--- config.mk ---
export PLATFORM = sky130hd
export DESIGN_NAME = instr_loader
export DESIGN_NICKNAME = d
export VERILOG_FILES = /design/src/rtl/cpu_pkg.sv /design/src/rtl/sync_edge.sv /design/src/rtl/instr_loader.sv
export SDC_FILE = /design/constraint.sdc
export NUM_CORES = 1
export LEC_CHECK = 0
export CAP_MARGIN = 20
export CORE_MARGIN = 2
export CORE_UTILIZATION = 56
export CTS_BUF_LIST = sky130_fd_sc_hd__clkbuf_4
export CTS_CLUSTER_DIAMETER = 30
export CTS_CLUSTER_SIZE = 8
export DETAILED_ROUTE_END_ITERATION = 16
export GPL_ROUTABILITY_DRIVEN = 1
export MAX_ROUTING_LAYER = met4
export PLACE_DENSITY_LB_ADDON = 0.08
export RECOVER_POWER = 50
export SKIP_CTS_REPAIR_TIMING = 1
export SKIP_LAST_GASP = 1
export SYNTH_ARGS = -nofsm -noshare
export SYNTH_HDL_FRONTEND = slang
export SYNTH_HIERARCHICAL = 1
export SYNTH_SLANG_ARGS = --single-unit
--- constraint.sdc ---
create_clock -name clk -period 3.2 [get_ports clk]
set_clock_uncertainty 0.1 [all_clocks]
set_input_delay 0.32 -clock clk [delete_from_list [all_inputs] [get_ports clk]]
set_output_delay 0.32 -clock clk [all_outputs]
set_load 0.01 [all_outputs]
--- src/rtl/cpu_pkg.sv ---
// Shared definitions for the bit-serial CPU front end.
//   INST_W     : instruction width in bits
//   OPC_W      : opcode field width; the opcode occupies bits [OPC_MSB:OPC_LSB]
//   state_t    : instruction loader state encoding
package cpu_pkg;

   localparam int unsigned INST_W  = 12;
   localparam int unsigned OPC_W   = 4;
   localparam int unsigned OPC_LSB = 0;
   localparam int unsigned OPC_MSB = OPC_LSB + OPC_W - 1;

   typedef enum logic [1:0] {
      ST_LOAD   = 2'd0,
      ST_FULL   = 2'd1,
      ST_ISSUED = 2'd2
   } state_t;

endpackage

--- src/rtl/sync_edge.sv ---
// Multi-flop synchronizer for an asynchronous pin plus rising-edge detect.
//   clk, rst_n : clock, async active-low reset
//   d          : asynchronous input pin
//   rise_c     : high for one cycle when the synchronized level goes 0->1
module sync_edge #(
   parameter int unsigned STAGES = 2
) (
   input  logic clk,
   input  logic rst_n,
   input  logic d,
   output logic rise_c
);

   logic [STAGES-1:0] sync_q;
   logic              prev_q;

   // Synchronizer chain and edge-detect history flop
   always_ff @(posedge clk or negedge rst_n) begin
      if (!rst_n) begin
         sync_q <= '0;
         prev_q <= 1'b0;
      end else begin
         sync_q <= {sync_q[STAGES-2:0], d};
         prev_q <= sync_q[STAGES-1];
      end
   end

   assign rise_c = sync_q[STAGES-1] & ~prev_q;

endmodule

--- src/rtl/instr_loader.sv ---
// Instruction loader / issue controller: shifts a serial instruction in
// LSB-first, holds it for issue on a run-button edge, and rotates the operand
// to stream the immediate bit by bit.
//   clk, rst_n         : clock, async active-low reset
//   ser_data, ser_clk  : asynchronous serial data and bit strobe
//   btn                : asynchronous run button (level)
//   exec_done          : executor finished, return to loading
//   imm_shift_en       : rotate operand one bit toward LSB
//   opcode, operand    : current instruction fields
//   imm_bit            : operand[0]
//   inst_done          : full instruction held
//   btn_edge           : one-cycle issue pulse
//   err_overrun        : sticky, strobe/button arrived when not acceptable
module instr_loader
   import cpu_pkg::*;
#(
   parameter int unsigned INST_W      = cpu_pkg::INST_W,
   parameter int unsigned SYNC_STAGES = 2
) (
   input  logic                    clk,
   input  logic                    rst_n,
   input  logic                    ser_data,
   input  logic                    ser_clk,
   input  logic                    btn,
   input  logic                    exec_done,
   input  logic                    imm_shift_en,
   output logic [OPC_W-1:0]        opcode,
   output logic [INST_W-OPC_W-1:0] operand,
   output logic                    imm_bit,
   output logic                    inst_done,
   output logic                    btn_edge,
   output logic                    err_overrun
);

   localparam int unsigned CNT_W = $clog2(INST_W + 1);

   state_t              state_q, state_d;
   logic [INST_W-1:0]   inst_q, inst_d;
   logic [CNT_W-1:0]    cnt_q, cnt_d;
   logic                btn_edge_d, inst_done_d, err_d;
   logic [SYNC_STAGES-1:0] data_sync_q;
   logic                data_bit;
   logic                ser_rise_c, btn_rise_c;

   sync_edge #(.STAGES(SYNC_STAGES)) u_ser_sync (
      .clk    (clk),
      .rst_n  (rst_n),
      .d      (ser_clk),
      .rise_c (ser_rise_c)
   );

   sync_edge #(.STAGES(SYNC_STAGES)) u_btn_sync (
      .clk    (clk),
      .rst_n  (rst_n),
      .d      (btn),
      .rise_c (btn_rise_c)
   );

   // Plain synchronizer for the data pin, same depth as the strobe path
   always_ff @(posedge clk or negedge rst_n) begin
      if (!rst_n) data_sync_q <= '0;
      else        data_sync_q <= {data_sync_q[SYNC_STAGES-2:0], ser_data};
   end

   assign data_bit = data_sync_q[SYNC_STAGES-1];

   // State and datapath registers
   always_ff @(posedge clk or negedge rst_n) begin
      if (!rst_n) begin
         state_q     <= ST_LOAD;
         inst_q      <= '0;
         cnt_q       <= '0;
         btn_edge    <= 1'b0;
         inst_done   <= 1'b0;
         err_overrun <= 1'b0;
      end else begin
         state_q     <= state_d;
         inst_q      <= inst_d;
         cnt_q       <= cnt_d;
         btn_edge    <= btn_edge_d;
         inst_done   <= inst_done_d;
         err_overrun <= err_d;
      end
   end

   // Next-state and register update logic
   always_comb begin
      state_d    = state_q;
      inst_d     = inst_q;
      cnt_d      = cnt_q;
      btn_edge_d = 1'b0;
      err_d      = err_overrun;

      unique case (state_q)
         ST_LOAD: begin
            if (ser_rise_c) begin
               inst_d = {data_bit, inst_q[INST_W-1:1]};
               if (cnt_q == CNT_W'(INST_W - 1)) begin
                  cnt_d   = '0;
                  state_d = ST_FULL;
               end else begin
                  cnt_d = cnt_q + CNT_W'(1);
               end
            end
         end
         ST_FULL: begin
            if (ser_rise_c) err_d = 1'b1;
            // Move on as the issue pulse ends so it lasts exactly one cycle
            if (btn_edge)        state_d    = ST_ISSUED;
            else if (btn_rise_c) btn_edge_d = 1'b1;
         end
         ST_ISSUED: begin
            if (ser_rise_c || btn_rise_c) err_d = 1'b1;
            if (imm_shift_en)
               inst_d[INST_W-1:OPC_W] = {inst_q[OPC_W], inst_q[INST_W-1:OPC_W+1]};
            if (exec_done) begin
               state_d = ST_LOAD;
               cnt_d   = '0;
            end
         end
         default: state_d = ST_LOAD;
      endcase

      inst_done_d = (state_d != ST_LOAD);
   end

   assign opcode  = inst_q[OPC_W-1:0];
   assign operand = inst_q[INST_W-1:OPC_W];
   assign imm_bit = inst_q[OPC_W];

endmodule

### Word level (Yosys, flattened, before mapping)

Cells that the tools add are included.

* register bits after elaboration: 29
* output and inout port bits: 16
* input port bits: 7
* word-level logic and storage cells: 52

* muxes and demuxes: 18
* bitwise gates (word level): 4
* equality and inequality tests: 8
* reduce and logical (&&, ||, !) cells: 9
* $add $sub $neg: 1

Operator list (number)
* case mux 8 bit (2 select lines): 1
* 2-to-1 mux 12 bit: 1
* 2-to-1 mux 4 bit: 3
* inequality test 2 bit, second input constant: 5
* AND reduction 3 bit: 3
* 2-to-1 mux 2 bit: 4
* 2-to-1 mux 8 bit: 1
* case mux 4 bit (2 select lines): 1
* case mux 2 bit (3 select lines): 1
* nonzero test 2 bit: 3
* 2-to-1 mux 1 bit: 5
* adder 4 x 1 -> 4 bit, second input constant: 1
* == test 4 bit, second input constant: 1
* bitwise AND 1 bit: 2
* == test 2 x 1 -> 1 bit, second input constant: 1
* == test 2 bit, second input constant: 1
* logical NOT 2 bit: 1
* inverter 1 bit: 2
* case mux 1 bit (2 select lines): 1
* AND reduction 2 bit: 1
* logical OR 1 bit: 1

### Depth between registers and ports, before layout

* depth after elaboration: 5
* gate-level depth with buffers: 4

### Modules after synthesis

Netlist, hierarchy kept.

Modules (own cells, without submodules)
* instr_loader: area each 1011.0 um^2, cells each 80, times used 1
* sync_edge: area each 88.8 um^2, cells each 4, times used 2

### Least setup slack after synthesis

No wires, ideal clock.

* path type: register to register
* start: register u_ser_sync.prev_q
* end: register inst_q[0]
* clock period less this slack: 1472 ps
* arrival: 1247 ps
* path slack: 1728 ps
* required time: 2975 ps
* buffers on the path: 0
* cell stages (with the launch flop): 4
* cell sequence: dfrtp_1 nor2b_4 nor3b_4 mux2_2

* word-level cells in the longest chain between the ends: 3

Ends and longest elaborated chain
* from (decl): line sync_edge.sv:15 `logic prev_q;`
* from (signal assigned): line sync_edge.sv:24 `prev_q <= sync_q[STAGES-1];`
* inverter 1 bit: line sync_edge.sv:28 `assign rise_c = sync_q[STAGES-1] & ~prev_q;`
* bitwise AND 1 bit: line sync_edge.sv:28
* named net ser_rise_c: line instr_loader.sv:43 `logic ser_rise_c, btn_rise_c;`
* AND reduction 2 bit (no line)
* to (signal assigned): line instr_loader.sv:78 `inst_q <= inst_d;`
* to (decl): line instr_loader.sv:38 `logic [INST_W-1:0] inst_q, inst_d;`

The timed path passes the listed nets, and every way through them passes these cells.
A chain may end at the register's enable or synchronous reset.

==> results.md <==
* Fillers at ~130
* Synthesized area at ~1200 µm²
* Placer Congestion at about 0.76
* CTS tree: yes
* Pwr dens at slightly above 800 nW/µm²
* Maximum single-stage delay on the critical path at about 1.1 ns
* Vias in the first global route at 761
* Core ar. at just under 2000 µm²
* Sequential cell area fraction in the yosys report at 61.1%
* WP buf/inv at 2
* Clock share of power at 18.6%
* Gate count after technology mapping at just under 90
* Synth unique cells at 23
* Antenna-violating nets left at 0
* Most common cell after layout, fill and taps aside: dfrtp_1
* Syn avg cell area at 13.5 µm²
* Avg WL per Cell at about 13 µm
* DP Wirelength at about 1300 µm
* Outcome: finished, final reports clean
* Io pins at 23
* Port Buffers at 22
* Yosys warns at 6
* Area delta synth->final at 24.7%
* Post-Syn Nets at 96
* Slowest-stage cell, CP: clkbuf_1
* FF+latch count, synth at 29
* Slew @ Worst Pin at roughly 1.5 ns
* Leakage at approximately 0.66 nW
* Switching fraction of total power at between 30% and 40%
* Crit Path Max Fanout at 29
* Delay-heaviest family, CP: buffers and inverters
* Sequential share of power at roughly 48%
* Initial antenna violation count at 0
* Total Die Area at around 2500 µm²
* Total Power at around 1.2 mW
* Peak VDD IR at approximately 0.00058 V
* Gr ovfl total at 0
* Final Max Slew Viols at 0
* CTS Root Cell: clkbuf_4
* Startpoint Class: primary input
* WP data arrival at 1.91 ns
* Via count at 755
* CP cell instances: dlygate4sd3_1 > clkbuf_1
* Internal at 0.843 mW
* Hold Crit Class: reg -> reg
* Clock Sinks at 29
* Initial cell density of the core at 60.0%
* Max Clock Freq at around 550 MHz
* Antenna Cells at 0
* Most frequent cells in the layout: dfrtp_1 (29), clkdlybuf4s50_1 (18), mux2_2 (13)
* DRC viols at 0
* Die X at 50.1 µm
* CP required at approximately 3.3 ns
* Setup TNS at 0 ns
* Part of the power in combinational logic at between 30% and 40%
* Final number of setup-violating endpoints at 0
* Max Cap Violations at 0
* Layout Nets at approximately 120
* Final hold vios at 0
* H-tree depth at 2
* Clk_lat worst skew at about 0.32 ns
* Total wire length at about 1900 µm
* Switch Pwr at between 0.3 and 0.4 mW
* Vias per std cell at about 5.3
* TritonCTS buffer count at 5
* R2R Setup Slk at around 1.6 ns
* Initial DRC count at 7
* Fin crit share at between 50 and 60%
* Gr usage total at 19.9%
* RSZ-0062 raised after global routing: no
* First-pass GRT wire length at 3440 µm
* Setup Crit Path Kind: in -> async
* Crit end category: asynchronous set/reset pin
* Die Y at ~50 µm
* Largest net degree at the start of global routing at 30
* Slew HR at under 10%
* Hold_ws at between 0.2 and 0.3 ns
* Clock transition at path regs at 0.07 ns
* Cell Rows at 16
* Clock buffer depth at 2
* Drt pass-1 iters at 4
* Share of cells above drive strength 1 at 21.6%
* Final min period at ~1.8 ns
[cell families (layout without fill, tap and decap cells)]
family	count (synthesis)	in the layout	synth area share (%)
mux	16	16	14.8
compound gates	11	11	5.05
buf+inv	3	31	2.00
simple gates	28	28	16.0
fa+ha+maj	1	1	1.05
flops	29	29	61.1
[registers in the layout (all words and copies together) (netlist names), 2 cells and up]
name / cells
cnt_q: 4
inst_q: 12
state_q: 2
u_btn_sync/sync_q: 2
u_ser_sync/sync_q: 2
data_sync_q: 2
[Yosys cell counts]
master / number / area [µm²]
mux2_2: 13 / 146
buf_2: 1 / 5.00
o21ai_0: 7 / 35.0
nand4b_1: 1 / 8.76
buf_4: 1 / 7.51
nand3b_1: 4 / 30.0
a21oi_1: 1 / 5.00
nor3b_1: 1 / 7.51
o21ai_1: 1 / 5.00
nor3b_4: 1 / 18.8
dfrtp_1: 29 / 726
mux2i_1: 3 / 30.0
nor2b_4: 2 / 27.5
buf_6: 1 / 11.3
a21boi_0: 1 / 7.51
o211ai_1: 1 / 7.51
nand3_1: 1 / 5.00
nor2_4: 1 / 11.3
nand2_1: 10 / 37.5
and3b_1: 2 / 17.5
nor2b_1: 3 / 18.8
ha_1: 1 / 12.5
nor2_1: 2 / 7.51
[layer usage]
layer  up-vias  part of all wire [%]  track usage (%)
li1        360                     -                -
met1       368                    42             20.4
met3         8                   4.8             8.48
met4         0                   3.4             12.5
met5         -                     0                -
met2        19                    50             31.1
[power groups by stage]
stage	registers [mW]	clock network [mW]	logic [mW]
4_1_cts	0.586	0.234	0.413
3_3_place_gp	0.583	0	0.392
6_report	0.585	0.226	0.405
3_5_place_dp	0.592	0	0.408
5_1_grt	0.607	0.252	0.437
2_1_floorplan	0.594	0	0.191
[stage by stage]
step | setup WS (ns) | utilization, % | cells | instance area (µm²)
2_1_floorplan | 1.73 | - | 88 | 1190
3_3_place_gp | 1.49 | 72.0 | 135 | 1430
3_5_place_dp | 1.49 | 72.0 | 135 | 1430
4_1_cts | 1.47 | 75.0 | 143 | 1490
5_1_grt | 1.06 | 74.8 | 143 | 1480
6_report | 1.37 | 74.8 | 143 | 1480
[path summary, 6_finish.rpt]
path | start | end | cells after the start
max | rst_n | data_sync_q[0]$_DFF_PN0_ | 2
min | u_ser_sync/sync_q[0]$_DFF_PN0_ | u_ser_sync/sync_q[1]$_DFF_PN0_ | 0
max reg2reg | u_ser_sync/prev_q$_DFF_PN0_ | inst_q[0]$_DFFE_PN0P_ | 3
max in group clk | inst_q[4]$_DFFE_PN0P_ | operand[0] | 1
min in group asynchronous | rst_n | cnt_q[2]$_DFFE_PN0P_ | 2
min reg2reg | u_ser_sync/sync_q[0]$_DFF_PN0_ | u_ser_sync/sync_q[1]$_DFF_PN0_ | 0
[final cells by class]
cell class | instances | area, µm² | share of cell area (%)
Timing Repair Buffer | 23 | 224 | 15.1
Multi-Input combinational cell | 56 | 439 | 29.6
Sequential cell | 29 | 726 | 48.9
Tap cell | 27 | 33.8 | 2.28
Clock buffer | 8 | 60.1 | 4.05
Note: power is estimated with default switching activity, not from simulation.
